`src/rtl/priority_encoder_rr_pkg.sv`:
```
// priority_encoder_rr_pkg -- shared defaults and mode encodings. Rev 1.0
`default_nettype none

package priority_encoder_rr_pkg;

  localparam int DEFAULT_WIDTH = 8;

  typedef enum logic {
    MODE_FIXED = 1'b0,
    MODE_RR    = 1'b1
  } mode_e;

endpackage

`default_nettype wire

```
`src/rtl/priority_encoder_rr_prio_scan.sv`:
```
// prio_scan -- descending circular search from a start index; first set bit wins. Rev 1.0
`default_nettype none

module prio_scan
  import priority_encoder_rr_pkg::*;
#(
  parameter int WIDTH = DEFAULT_WIDTH,
  parameter int IDX_W = $clog2(WIDTH)
) (
  input  logic [WIDTH-1:0] din,
  input  logic [IDX_W-1:0] start,
  output logic [IDX_W-1:0] idx,
  output logic             any
);

  always_comb begin
    int p;
    idx = '0;
    any = 1'b0;
    p   = 0;
    for (int i = 0; i < WIDTH; i++) begin
      // Visit start, start-1, ..., 0, WIDTH-1, ..., start+1.
      p = int'(start) - i;
      if (p < 0) p = p + WIDTH;
      if (!any && din[p]) begin
        any = 1'b1;
        idx = IDX_W'(p);
      end
    end
  end

endmodule

`default_nettype wire

```
`src/rtl/priority_encoder_rr.sv`:
```
// priority_encoder_rr -- registered fixed/round-robin priority encoder with valid/ready handshake. Rev 1.0
`default_nettype none

module priority_encoder_rr
  import priority_encoder_rr_pkg::*;
#(
  parameter int WIDTH = DEFAULT_WIDTH,
  parameter int IDX_W = $clog2(WIDTH)
) (
  input  logic             clk,
  input  logic             rst_n,
  input  logic             en,
  input  logic             mode,
  input  logic [WIDTH-1:0] din,
  input  logic             in_valid,
  output logic             in_ready,
  output logic [IDX_W-1:0] dout,
  output logic             any,
  output logic             out_valid,
  input  logic             out_ready
);

  localparam logic [IDX_W-1:0] TOP_IDX = IDX_W'(WIDTH - 1);

  logic [IDX_W-1:0] ptr;
  logic [IDX_W-1:0] scan_start;
  logic [IDX_W-1:0] scan_idx;
  logic             scan_any;
  logic             accept;
  logic             rr_sel;

  assign in_ready   = en & (~out_valid | out_ready);
  assign accept     = in_valid & in_ready;
  assign rr_sel     = (mode == MODE_RR);
  assign scan_start = rr_sel ? ptr : TOP_IDX;

  prio_scan #(
    .WIDTH (WIDTH),
    .IDX_W (IDX_W)
  ) u_scan (
    .din   (din),
    .start (scan_start),
    .idx   (scan_idx),
    .any   (scan_any)
  );

  always_ff @(posedge clk or negedge rst_n) begin
    if (!rst_n) begin
      dout      <= '0;
      any       <= 1'b0;
      out_valid <= 1'b0;
      ptr       <= TOP_IDX;
    end else if (accept) begin
      dout      <= scan_idx;
      any       <= scan_any;
      out_valid <= 1'b1;
      // Next round-robin search begins just below the last winner.
      if (rr_sel && scan_any) begin
        ptr <= (scan_idx == '0) ? TOP_IDX : scan_idx - 1'b1;
      end
    end else if (out_ready) begin
      out_valid <= 1'b0;
    end
  end

endmodule

`default_nettype wire

```
`config.mk`:
```
export PLATFORM = sky130hd
export DESIGN_NAME = priority_encoder_rr
export DESIGN_NICKNAME = d
export VERILOG_FILES = /design/src/rtl/priority_encoder_rr_pkg.sv /design/src/rtl/priority_encoder_rr_prio_scan.sv /design/src/rtl/priority_encoder_rr.sv
export SDC_FILE = /design/constraint.sdc
export NUM_CORES = 1
export LEC_CHECK = 0
export CAP_MARGIN = 10
export CORE_ASPECT_RATIO = 1.75
export CORE_MARGIN = 1.5
export CORE_UTILIZATION = 60
export CTS_CLUSTER_DIAMETER = 50
export CTS_CLUSTER_SIZE = 30
export DETAILED_ROUTE_END_ITERATION = 8
export PLACE_DENSITY_LB_ADDON = 0.1
export SLEW_MARGIN = 20
export SYNTH_ARGS = -nofsm -noshare
export SYNTH_HDL_FRONTEND = slang
export SYNTH_HIERARCHICAL = 1
export SYNTH_SLANG_ARGS = --single-unit
```
`constraint.sdc`:
```
create_clock -name clk -period 6.2 [get_ports clk]
set_clock_uncertainty 0.05 [all_clocks]
set_input_delay 1.24 -clock clk [delete_from_list [all_inputs] [get_ports clk]]
set_output_delay 1.24 -clock clk [all_outputs]
set_load 0.01 [all_outputs]
```
# Word-level counts from Yosys, hierarchy flattened
# Index checks and enable logic that the tools add are counted.
[word_totals]
ff_bits = 8
input_bits = 14
wordCells = 110
out_inout_bits = 6
[op_classes]
order_cmp = 16
reduce_logical = 18
muxes = 52
addsub = 16
n_bitwise = 4
[ops]
columns = ["cell", "count"]
rows = [
  ["$lt A32 B5 Y1 const B", 8],
  ["$mux W32", 8],
  ["$add A32 B5 Y32 const B", 7],
  ["$lt A32 B1 Y1 const B", 7],
  ["$mux W3", 10],
  ["$mux W1", 26],
  ["$bmux W1 S3", 8],
  ["$sub A3 B3 Y4 const B", 4],
  ["$logic_and A1 B1 Y1", 8],
  ["$sub A3 B2 Y4 const B", 2],
  ["$logic_not A1 Y1", 7],
  ["$add A3 B4 Y5 const B", 1],
  ["$sub A3 B1 Y4 const B", 1],
  ["$logic_not A3 Y1", 1],
  ["$lt A3 B1 Y1 const B", 1],
  ["$sub A3 B1 Y3 const B", 1],
  ["$and A1 B1 Y1", 2],
  ["$reduce_and A2 Y1", 1],
  ["$reduce_bool A2 Y1", 1],
  ["$not A1 Y1", 1],
  ["$or A1 B1 Y1", 1],
]

# Depth between registers and ports, before layout
# Gate-level depths: netlist of run 1.
[depth]
depth_word = 30
mapped_depth = 18
mapped_depth_nobuf = 14

# Modules after synthesis
# Netlist of run 1, hierarchy kept.
[by_module_without_submodules]
columns = ["mod", "cells_per_inst", "n_inst", "seq_area_each_um2", "area_per_inst_um2"]
rows = [
  ["prio_scan", 115, 1, 0.0, 1088.5],
  ["priority_encoder_rr", 33, 1, 203.9, 412.9],
]

# Worst setup path after synthesis of run 1
# OpenSTA, ideal clock, no wires.
[synth_path]
kind = "input to register"
start = "input port mode"
end = "register ptr[0]"
required_time_ns = 6.068
setup_ns = 0.082
setup_slack_ns = 1.292
path_buffers = 4
t_arrival_ns = 4.776
cell_stages = 18
path_cell_list = "or2b_1 > buf_2 > buf_4 > clkinv_1 > ha_1 > buf_2 > mux4_2 > or3_1 > a211oi_2 > or2_1 > buf_6 > nand2_2 > o32ai_2 > inv_1 > ha_1 > ha_1 > nand2b_1 > mux2_2"
[synth_via]
elab_chain_cells = 30
elab_cells_between_ends = 91
cone_classes = "add/sub: 16; order compare: 8; mux: 50; reduce/logical: 17"
[synth_rtl]
columns = ["element", "line_no", "source"]
rows = [
  ["start, declared", "priority_encoder_rr.sv:13", "input logic mode,"],
  ["$mux W3 *", "priority_encoder_rr.sv:35", "assign scan_start = rr_sel ? ptr : TOP_IDX;"],
  ["branches (longest 26 deep; another with $add A32 B5 Y32)", "--", ""],
  ["$mux W3 *", "priority_encoder_rr_prio_scan.sv:25", "if (!any && din[p]) begin"],
  ["named net scan_idx[0]", "priority_encoder_rr.sv:27", "logic [IDX_W-1:0] scan_idx;"],
  ["$sub A3 B1 Y3 / $logic_not A3 Y1 (equally long branches)", "priority_encoder_rr.sv:59", "ptr <= (scan_idx == '0) ? TOP_IDX : scan_idx - 1'b1;"],
  ["$mux W3 *", "priority_encoder_rr.sv:59", ""],
  ["end signal, assigned", "priority_encoder_rr.sv:59", ""],
  ["end, declared", "priority_encoder_rr.sv:25", "logic [IDX_W-1:0] ptr;"],
]
# Mark *: on every way through the listed nets, which the timed path passes. The select of a mux whose other input is x is not followed.
# A chain may end at the register's enable or synchronous reset.

# Worst setup path after layout of run 1
[layout_path]
start = "input port mode"
end = "register ptr[0]"
[layout_via]
elab_chain_cells = 30
elab_cells_between_ends = 91
cone_classes = "add/sub: 16; order compare: 8; mux: 50; reduce/logical: 17"
[layout_rtl]
columns = ["element", "line_no", "source"]
rows = [
  ["$mux W3 *", "priority_encoder_rr.sv:35", ""],
  ["named net scan_start[1]", "priority_encoder_rr.sv:26", "logic [IDX_W-1:0] scan_start;"],
  ["branches (longest 26 deep; another with $add A32 B5 Y32)", "--", ""],
  ["$mux W3 *", "priority_encoder_rr_prio_scan.sv:25", ""],
  ["named net scan_idx[0]", "priority_encoder_rr.sv:27", ""],
  ["$sub A3 B1 Y3 / $logic_not A3 Y1 (equally long branches)", "priority_encoder_rr.sv:59", ""],
  ["$mux W3 *", "priority_encoder_rr.sv:59", ""],
]
# Marks and branches as above.

==> out/metrics.yaml, run 1 <==
status:
  status: "finished, final reports clean"
grt:
  grt-ovfl-total: 0
  busiest_layer: "met2"
  grt_use_met1_pct: 28.9
  grt_pass1_vias: 1369
  grt_max_degree: 17
  grt_antenna_before_repair: 0
  use_met3_pct: 5.13
  grt_use_total_pct: 30.9
  grt_pass1_wl_mm: 6.13
  met2_usage_pct: 51.7
synth:
  avgSynthCellArea_um2: 10.1
  synth_nets: 166
  synthCells: 148
  synth_area_um2: 1500
  synth-async-reset-ratio_pct: 100
  yosysWarningCount: 6
  synthFlopType: "dfrtp_1"
  yosys-top-cells-area: "mux4_2 19%, dfrtp_1 8.3%, mux2i_1 8.0%"
  seq_area_frac_synth_pct: 13.6
  synth_area_leader_cell: "mux4_2"
  synth-edff-count: 0
  synth_cell_types: 56
  ys_seq_elements: 8
  yosysTopAreaCellShare_pct: 19.5
worst_setup_path:
  crit_required_ns: 6.30
  worst_path_largest_cell_delay_ns: 0.65
  reg2reg_from: "ptr[1]"
  cp-startpoint: "mode"
  r2r_slack_ns: 1.84
  crit_type: "primary input to register"
  crit_path_start_kind: "primary input"
  cp_top_family: "adder cells"
  critical_path_buf_inv_count: 3
  path_max_fanout: 11
  worstSetupEndpoint: "ptr[0]"
  worstSetupEndpointType: "register"
  crit_chain: "clkdlybuf4s50_1 > or2b_1 > clkinv_1 > ha_1 > mux4_2 > or3_1 > a211oi_2 > or2_1 > a211oi_1 > o32ai_2 > inv_1 > ha_1 > ha_1 > nand2b_1 > mux2_2"
  crit_arrival_ns: 5.46
  worst_r2r_path_depth: 14
  path_depth: 15
  rr_endpoint: "ptr[0]"
  cpMaxStageDelayCell: "ha_1"
  cp_common_cell: "ha_1"
clocking:
  cts.clk_slew.worst_paths_ns: 0.04
  cts_tree: "built"
  numCtsBuffers: 3
  cts_setup_buffers: 0
  cts_resized: 0
  clock_path_buffers: 2
  insertion_delay_ns: 0.23
  clock_sinks: 8
  htreeDepth: 1
  cts_hold_buf: 0
  root_buffer: "clkbuf_8"
placed_design:
  hpwlAfterDp_mm: 3.21
  pre_cts_slack_ns: 0.658
  place_congestion: 0.958
  portBuffers: 19
job:
  drv_cap: 0
power_and_ir_drop:
  leakagePower_nw: 0.693
  ir_worst_vdd_mv: 0.284
  cellPowerDensity_nw_per_um2: 408
cells_and_area:
  nFillCells: 183
  final_cell_mix: "19 x clkdlybuf4s50_1, 13 x mux4_2, 12 x mux2i_1"
  fin_nets: 183
  final_common_cell: "clkdlybuf4s50_1"
  area_delta_synth_final_pct: 14.3
  drive_above_1_share_pct: 25.0
  diodes: 0
drt:
  vias_per_cell: 7.17
  vias: 1355
  drcViolationCount: 0
  drtAntennaViolNets: 0
  drt-total-wl_mm: 3.98
  dr.pass1.iters: 4
  post_drt_wl_per_cell_um: 21.1
  drt-initial-drc-count: 62
floorplanning:
  rows: 23
  die_area_um2: 2820
  die_w_um: 40.8
  ios: 20
  die_y_um: 69.2
  coreArea_um2: 2330
  initial_utilization_pct: 64.4
sta:
  max-slew-margin-rel_pct: 59.1
  final-hold-violation-count: 0
  drv_slew: 0
  setup_viol: 0
  fin_ws_ns: 0.834
  worst_slew_pin_slew_ns: 0.613
  timing.setup.tns_ns: 0
  fin_crit_sh_pct: 86.5
  fmax_mhz: 186
  rsz0062_at_grt: "no"
  fin_crit_ns: 5.37
min_path:
  hp-class: "register to register"
## logic make-up (layout without fill, tap and decap cells)
logic type	Yosys count	after routing	share of synthesized area, %
AO/OA/AOI/OAI	40	40	21.8
multiplexers	37	37	37.5
AND/OR/NAND/NOR	37	37	15.4
buffers and inverters	20	36	7.17
flip-flops	8	8	13.6
adder cells (fa/ha/maj)	4	4	3.33
XOR/XNOR	2	2	1.17
## stage by stage
| stage | power [W] | util [%] | cell area [um^2] | cells | hold slack, ns |
|---|---|---|---|---|---|
| 3_3_place_gp | 0.000619 | 71.7 | 1670 | 185 | 0.447 |
| 2_1_floorplan | 0.000508 | - | 1500 | 148 | 0.406 |
| 4_1_cts | 0.000695 | 73.6 | 1720 | 189 | 0.464 |
| 6_report | 0.000700 | 73.6 | 1720 | 189 | 0.461 |
| 5_1_grt | 0.000751 | 73.6 | 1720 | 189 | 0.475 |
| 3_5_place_dp | 0.000627 | 71.7 | 1670 | 185 | 0.449 |
## Yosys cell counts, types with 2 or more instances
cell / number
buf_6: 3
nand2_1: 9
a22o_1: 2
mux2_1: 2
a21oi_1: 6
mux2i_1: 12
nor2_1: 3
mux2_2: 8
dfstp_2: 3
nor2b_1: 2
o221ai_1: 2
buf_2: 5
or2_1: 2
and2_1: 3
o21ai_0: 3
or3_1: 2
mux4_2: 13
inv_1: 9
nand2_2: 2
o22ai_1: 3
xor2_1: 2
o2111ai_1: 2
o211ai_1: 5
ha_1: 4
dfrtp_1: 5
nand2b_1: 5
or2b_1: 2
## worst min-delay path by stage
stage / start / endpoint / slack [ns] / cells after the start
after global placement: any / any / 0.45 / 1
after global routing: dout[0] / dout[0] / 0.47 / 1
final: dout[0] / dout[0] / 0.46 / 1
after floorplan: ptr[2] / ptr[2] / 0.41 / 2
after detailed placement: dout[0] / dout[0] / 0.45 / 1
after CTS: dout[0] / dout[0] / 0.46 / 1
## cell type report
class / count / area [um^2] / area share [%]
clock buffers: 4 / 45.0 / 2.62
inverters: 11 / 41.3 / 2.41
multi-input cells: 120 / 1190 / 69.3
flip-flops and latches: 8 / 204 / 11.9
well taps: 25 / 31.3 / 1.82
repair buffers: 21 / 205 / 12.0
## registers in the layout, indices dropped and copies added, names as in the netlist
| name | cells |
|---|---|
| out_valid | 1 |
| dout | 3 |
| ptr | 3 |
| any | 1 |
## routing by layer
| metal | part of all wire [%] | routed length [um] |
|---|---|---|
| met5 | 0 | 0 |
| met4 | 7.3 | 290 |
| met3 | 4.1 | 162 |
| met2 | 55 | 2180 |
| met1 | 34 | 1350 |
## worst reg2reg max path, cell delays in order (launching register included)
cell      delay [ns]
dfstp_2         0.53
or2b_1          0.12
clkinv_1        0.19
ha_1            0.65
mux4_2          0.37
or3_1           0.35
a211oi_2        0.41
or2_1           0.31
a211oi_1        0.14
o32ai_2         0.29
inv_1           0.08
ha_1            0.21
ha_1            0.19
nand2b_1        0.14
mux2_2          0.26
## report_power, final
part | internal, W | switching, W | total (W)
clock network | 0.0000444 | 0.0000189 | 0.0000633
registers | 0.0000789 | 0.0000107 | 0.0000897
logic | 0.000245 | 0.000302 | 0.000547
total | 0.000369 | 0.000331 | 0.000700
No activity file was read; power rests on OpenSTA's default activity.
==> inputs of run 2 (changes only) <==
CORE_MARGIN = unset   (was 1.5)
CORE_UTILIZATION = 56   (was 60)
clock period = 5.6 ns   (was 6.2 ns; I/O delays follow)
==> run 2 against run 1 <==
Against the previous run:
- clock-buffer cell count is the same
- worst setup slack lost 0.28 ns
- highest routed layer unchanged
- global-route usage grew 0.31 points
- die area grew 2.7%
- clock power grew 12%
- critical path depth is the same
- routed wire length shrank 1.0%
- total power grew 12%
- critical path type unchanged
- core utilization shrank 4.6 points
- largest cell class unchanged
- register-to-register slack lost 0.32 ns
- final area grew 1.4%
==> out/metrics.yaml, run 2 (synthesized netlist as in run 1, its figures left out) <==
placed_design:
  portBuffers: 19  # unchanged
  dpl-instance-area_um2: 1700  # +1.4%
  hpwlAfterDp_mm: 3.19  # -0.55%
  place_congestion: 1.01  # +5.1%
  dp_cells: 189  # +2.2%
grt:
  grt-ovfl-total: 0  # unchanged
  grt_use_total_pct: 31.2  # +0.31 points
  grt_pass1_vias: 1374  # +0.37%
  grt_pass1_wl_mm: 6.31  # +2.8%
  grt_max_degree: 17  # unchanged
  grt_antenna_before_repair: 0  # unchanged
worst_setup_path:
  crit_required_ns: 5.70  # -0.60 ns
  crit_chain: "clkdlybuf4s50_1 > or2b_1 > inv_2 > ha_1 > mux4_2 > or3_1 > a211oi_2 > or2_1 > a211oi_1 > o32ai_2 > inv_1 > ha_1 > ha_1 > nand2b_1 > mux2_2"
  crit_path_start_kind: "primary input"
  worst_path_largest_cell_delay_ns: 0.54  # -0.11 ns
  path_max_fanout: 8  # -3
  worstSetupEndpointType: "register"
  cp_common_cell: "ha_1"
  crit_arrival_ns: 5.14  # -0.32 ns
  cpMaxStageDelayCell: "mux4_2"
  crit_type: "primary input to register"
  worst_r2r_path_depth: 15  # +1
clocking:
  cts_hold_buf: 0  # unchanged
  root_buffer: "clkbuf_8"
  htreeDepth: 1  # unchanged
  cts_setup_buffers: 0  # unchanged
  clock_path_buffers: 2  # unchanged
  insertion_delay_ns: 0.23  # about the same
  cts_resized: 0  # unchanged
  clock_sinks: 8  # unchanged
  cts_tree: "built"
  cts.clk_slew.worst_paths_ns: 0.04  # about the same
  numCtsBuffers: 3  # unchanged
floorplanning:
  die_area_um2: 2900  # +2.7%
  die_w_um: 41.1  # +0.80%
  rows: 24  # +4.3%
  initial_utilization_pct: 59.5  # -4.9 points
  ios: 20  # unchanged
  die_y_um: 70.5  # +1.9%
  coreArea_um2: 2520  # +8.2%
sta:
  fin_crit_ns: 5.04
  worst_slew_pin_slew_ns: 0.574  # -0.0383 ns
  setup_viol: 0  # unchanged
  fin_crit_sh_pct: 90.1
  max-slew-margin-rel_pct: 60.6  # +1.6 points
  drv_slew: 0  # unchanged
  timing.setup.tns_ns: 0  # unchanged
  rsz0062_at_grt: "no"
  final-hold-violation-count: 0  # unchanged
  fmax_mhz: 198
cells_and_area:
  area_delta_synth_final_pct: 15.9
  drive_above_1_share_pct: 26.3  # +1.3 points
  fin_nets: 186  # +1.6%
  final_common_cell: "clkdlybuf4s50_1"
  largestRegisters: "dout (3), ptr (3)"
  final_cell_mix: "19 x clkdlybuf4s50_1, 13 x mux4_2, 12 x mux2i_1"
  fin_area_um2: 1740  # +1.4%
  diodes: 0  # unchanged
  nFillCells: 211  # +15%
  layoutNonFillerInstCount: 193  # +2.1%
drt:
  vias_per_cell: 6.89  # -3.9%
  post_drt_wl_per_cell_um: 20.4  # -3.1%
  drcViolationCount: 0  # unchanged
  dr.pass1.iters: 4  # unchanged
  drtAntennaViolNets: 0  # unchanged
  drt-initial-drc-count: 46  # -26%
  vias: 1330  # -1.8%
  drt-total-wl_mm: 3.94  # -1.0%
min_path:
  hold_depth: 2  # +1
  hp-class: "register to register"
power_and_ir_drop:
  cellPowerDensity_nw_per_um2: 450  # +10%
  leakagePower_nw: 0.707  # +2.1%
  ir_worst_vdd_mv: 0.295  # +3.9%
job:
  drv_cap: 0  # unchanged
status:
  status: "finished, final reports clean"
==> run 2: changes by cell type in the layout (fill, tap and decap cells not counted) <==
cell and delta:
buf_4 +3
==> run 2: layout make-up <==
type,instances,area [um^2],share of cell area [%]
repair buffers,24,228,13.1
inverters,11,41.3,2.37
clock buffers,4,45.0,2.59
multi-input cells,120,1190,68.4
flip-flops and latches,8,204,11.7
well taps,26,32.5,1.87
==> run 2: report_power, final <==
part | internal (W) | total, W | switching, W
Combinational | 0.000281 | 0.000614 | 0.000333
Sequential | 0.0000872 | 0.0000981 | 0.0000109
Clock | 0.0000492 | 0.0000711 | 0.0000218
==> run 2: worst paths after layout <==
path                        start  endpoint  slack (ns)
setup / recovery             mode    ptr[1]        0.56
hold / removal             ptr[2]    ptr[2]        0.45
setup reg to reg           ptr[0]    ptr[1]        1.52
hold reg to reg            ptr[2]    ptr[2]        0.45
max in group asynchronous   rst_n    ptr[1]        4.08
min in group asynchronous   rst_n   dout[0]        1.12
==> run 2: worst max-delay path, delay by kind of cell <==
kind,cells,cell delay [ns]
AND/OR/NAND/NOR,4,1.05
multiplexers,2,0.81
AO/OA/AOI/OAI,3,0.72
adder cells (fa/ha/maj),3,0.74
buffers and inverters,3,0.69
==> run 2: routing by layer <==
metal  global-route usage, %  part of all wire, %  up-vias
li1                        -                    -      618
met1                    30.8                   33      643
met2                    52.4                   57       51
met3                    4.76                  3.9       18
met4                    22.6                  5.9        0
met5                       0                    0        -
==> run 2: per-stage QoR <==
| stage | power [W] | utilization, % | hold WS (ns) | setup slack, ns |
|---|---|---|---|---|
| 2_1_floorplan | 0.000562 | - | 0.406 | 0.812 |
| 3_3_place_gp | 0.000691 | 67.2 | 0.445 | 0.464 |
| 3_5_place_dp | 0.000705 | 67.2 | 0.447 | 0.363 |
| 4_1_cts | 0.000782 | 69.0 | 0.453 | 0.586 |
| 5_1_grt | 0.000848 | 69.0 | 0.473 | 0.340 |
| 6_report | 0.000783 | 69.0 | 0.446 | 0.555 |
==> inputs of run 3 (changes only) <==
PLACE_DENSITY = 0.8   (was unset)
PLACE_DENSITY_LB_ADDON = unset   (was 0.1)
==> run 3 against run 2 <==
Against the previous run:
- fmax fell by 1.3%
- sequential share of layout area rose by 0.051 points
- final area fell by 0.43%
- core utilization fell by 0.30 points
- total power fell by 0.39%
- final cell count fell by 0.52%
- clock power fell by 2%
- combinational power barely moved
- flip-flop and latch count did not move
- via count rose by 3.1%
==> out/metrics.yaml, run 3 (synthesized netlist as in run 1, its figures left out) <==
worst_setup_path:
  rr_endpoint: "ptr[0]"
  crit_chain: "clkdlybuf4s50_1 > or2b_1 > inv_2 > ha_1 > mux4_2 > or3_1 > a211oi_2 > or2_1 > nand2_2 > o32ai_2 > inv_1 > ha_1 > ha_1 > nand2b_1 > mux2_2"
  reg2reg_from: "ptr[0]"
  r2r_slack_ns: 1.45  # -0.07 ns
  crit_type: "primary input to register"
  worstSetupEndpointType: "register"
  worst_r2r_path_depth: 14  # -1
  cp_top_family: "simple AND/OR/NAND/NOR gates"
  crit_required_ns: 5.70  # about the same
  cpMaxStageDelayCell: "mux4_2"
  crit_path_start_kind: "primary input"
  cp_common_cell: "ha_1"
  path_max_fanout: 8  # unchanged
  critical_path_buf_inv_count: 3  # unchanged
  worst_path_largest_cell_delay_ns: 0.53  # about the same
  crit_arrival_ns: 5.21  # +0.07 ns
cells_and_area:
  final_cell_mix: "19 x clkdlybuf4s50_1, 13 x mux4_2, 12 x mux2i_1"
  area_delta_synth_final_pct: 15.4
  drive_above_1_share_pct: 25.9  # -0.44 points
  largestRegisters: "dout (3), ptr (3)"
  diodes: 0  # unchanged
  fin_nets: 185  # -0.54%
  final_common_cell: "clkdlybuf4s50_1"
sta:
  final-hold-violation-count: 0  # unchanged
  drv_slew: 0  # unchanged
  fin_crit_sh_pct: 91.3  # +1.2 points
  fmax_mhz: 196  # -1.3%
  fin_crit_ns: 5.11  # +0.0663 ns
  max-slew-margin-rel_pct: 63.6  # +3.0 points
  setup_viol: 0  # unchanged
  timing.setup.tns_ns: 0  # unchanged
  worst_slew_pin_slew_ns: 0.530  # -0.0440 ns
  rsz0062_at_grt: "no"
clocking:
  cts_tree: "built"
  cts.clk_slew.worst_paths_ns: 0.04  # about the same
  clock_sinks: 8  # unchanged
  cts_resized: 0  # unchanged
  insertion_delay_ns: 0.22  # about the same
  numCtsBuffers: 3  # unchanged
  root_buffer: "clkbuf_8"
  htreeDepth: 1  # unchanged
  clock_path_buffers: 2  # unchanged
  cts_setup_buffers: 0  # unchanged
  cts_hold_buf: 0  # unchanged
power_and_ir_drop:
  internal_power_w: 0.000416  # -0.18%
  swShare_pct: 46.6  # -0.12 points
  cellPowerDensity_nw_per_um2: 450  # about the same
  combPwrFrac_pct: 78.6  # +0.2 points
  seqPwrFrac_pct: 12.5  # about the same
  p_clk_share_pct: 8.9  # -0.2 points
  leakagePower_nw: 0.702  # -0.69%
  power_w: 0.000780  # -0.39%
  ir_worst_vdd_mv: 0.292  # -1.0%
  switchingPower_w: 0.000363  # -0.64%
min_path:
  hp-start: "ptr[2]"
  whs_endpoint: "ptr[2]"
  hp-class: "register to register"
  hold_depth: 2  # unchanged
grt:
  grt-ovfl-total: 0  # unchanged
  grt_pass1_wl_mm: 6.49  # +2.9%
  grt_use_total_pct: 31.5  # +0.31 points
  grt_antenna_before_repair: 0  # unchanged
  grt_pass1_vias: 1425  # +3.7%
  grt_max_degree: 17  # unchanged
job:
  drv_cap: 0  # unchanged
drt:
  drt-total-wl_mm: 3.78  # -4.0%
  drtAntennaViolNets: 0  # unchanged
  vias_per_cell: 7.14  # +3.6%
  drt-initial-drc-count: 67  # +46%
  drcViolationCount: 0  # unchanged
  post_drt_wl_per_cell_um: 19.7  # -3.5%
  vias: 1371  # +3.1%
  dr.pass1.iters: 6  # +2
floorplanning:
  ios: 20  # unchanged
  initial_utilization_pct: 59.5  # unchanged
  die_area_um2: 2900  # unchanged
  die_w_um: 41.1  # unchanged
  rows: 24  # unchanged
  die_y_um: 70.5  # unchanged
  coreArea_um2: 2520  # unchanged
placed_design:
  hpwlAfterDp_mm: 3.03  # -5.2%
  place_congestion: 0.970  # -3.7%
  portBuffers: 19  # unchanged
status:
  status: "finished, final reports clean"
==> run 3: changes by cell type in the layout (fill, tap and decap cells not counted), sizes merged <==
cell	delta
buf	-1
==> run 3: cell type report <==
class / count / area, um^2
inverter: 11 / 41.3
clock buffer: 4 / 45.0
sequential: 8 / 204
fill: 194 / 790
timing repair buffer: 23 / 220
tap: 26 / 32.5
multi-input combinational: 120 / 1190
==> run 3: how the worst max path moves through the flow <==
stage | endpoint | cells after the start | slack (ns) | start
after floorplan | ptr[0] | 18 | 0.81 | mode
final | ptr[0] | 15 | 0.49 | mode
after CTS | ptr[0] | 15 | 0.52 | mode
after global placement | ptr[1] | 15 | 0.47 | mode
after detailed placement | ptr[0] | 15 | 0.34 | mode
after global routing | ptr[0] | 15 | 0.22 | mode
==> run 3: tightest hold or removal path, delay by kind of cell (launching register included) <==
family / cells / cell delay, ns
muxes: 1 / 0.07
DFF: 1 / 0.35
buffers and inverters: 1 / 0.06
==> run 3: per-layer routing <==
layer,share of wire (%),track usage (%),vias up
met4,4.2,19.0,0
met3,2.8,7.30,18
met2,58,51.2,50
met1,35,33.8,687
li1,-,-,616
met5,0,0,-
==> run 3: stage by stage <==
step	hold slack, ns	cells	worst slack, ns	cell area [um^2]	utilization [%]
after global routing	0.469	192	0.220	1730	68.7
after detailed placement	0.422	188	0.338	1690	66.9
after floorplan	0.406	148	0.812	1500	-
after global placement	0.422	188	0.469	1690	66.9
after CTS	0.456	192	0.519	1730	68.7
final	0.444	192	0.489	1730	68.7
==> run 3: power groups by stage <==
stage / Clock [W] / Sequential (W) / Combinational (W)
finish: 0.0000697 / 0.0000975 / 0.000613
global route: 0.0000740 / 0.0000992 / 0.000672
CTS: 0.0000722 / 0.0000976 / 0.000608
detailed placement: 0 / 0.0000984 / 0.000595
global placement: 0 / 0.0000970 / 0.000574
floorplan: 0 / 0.000101 / 0.000461
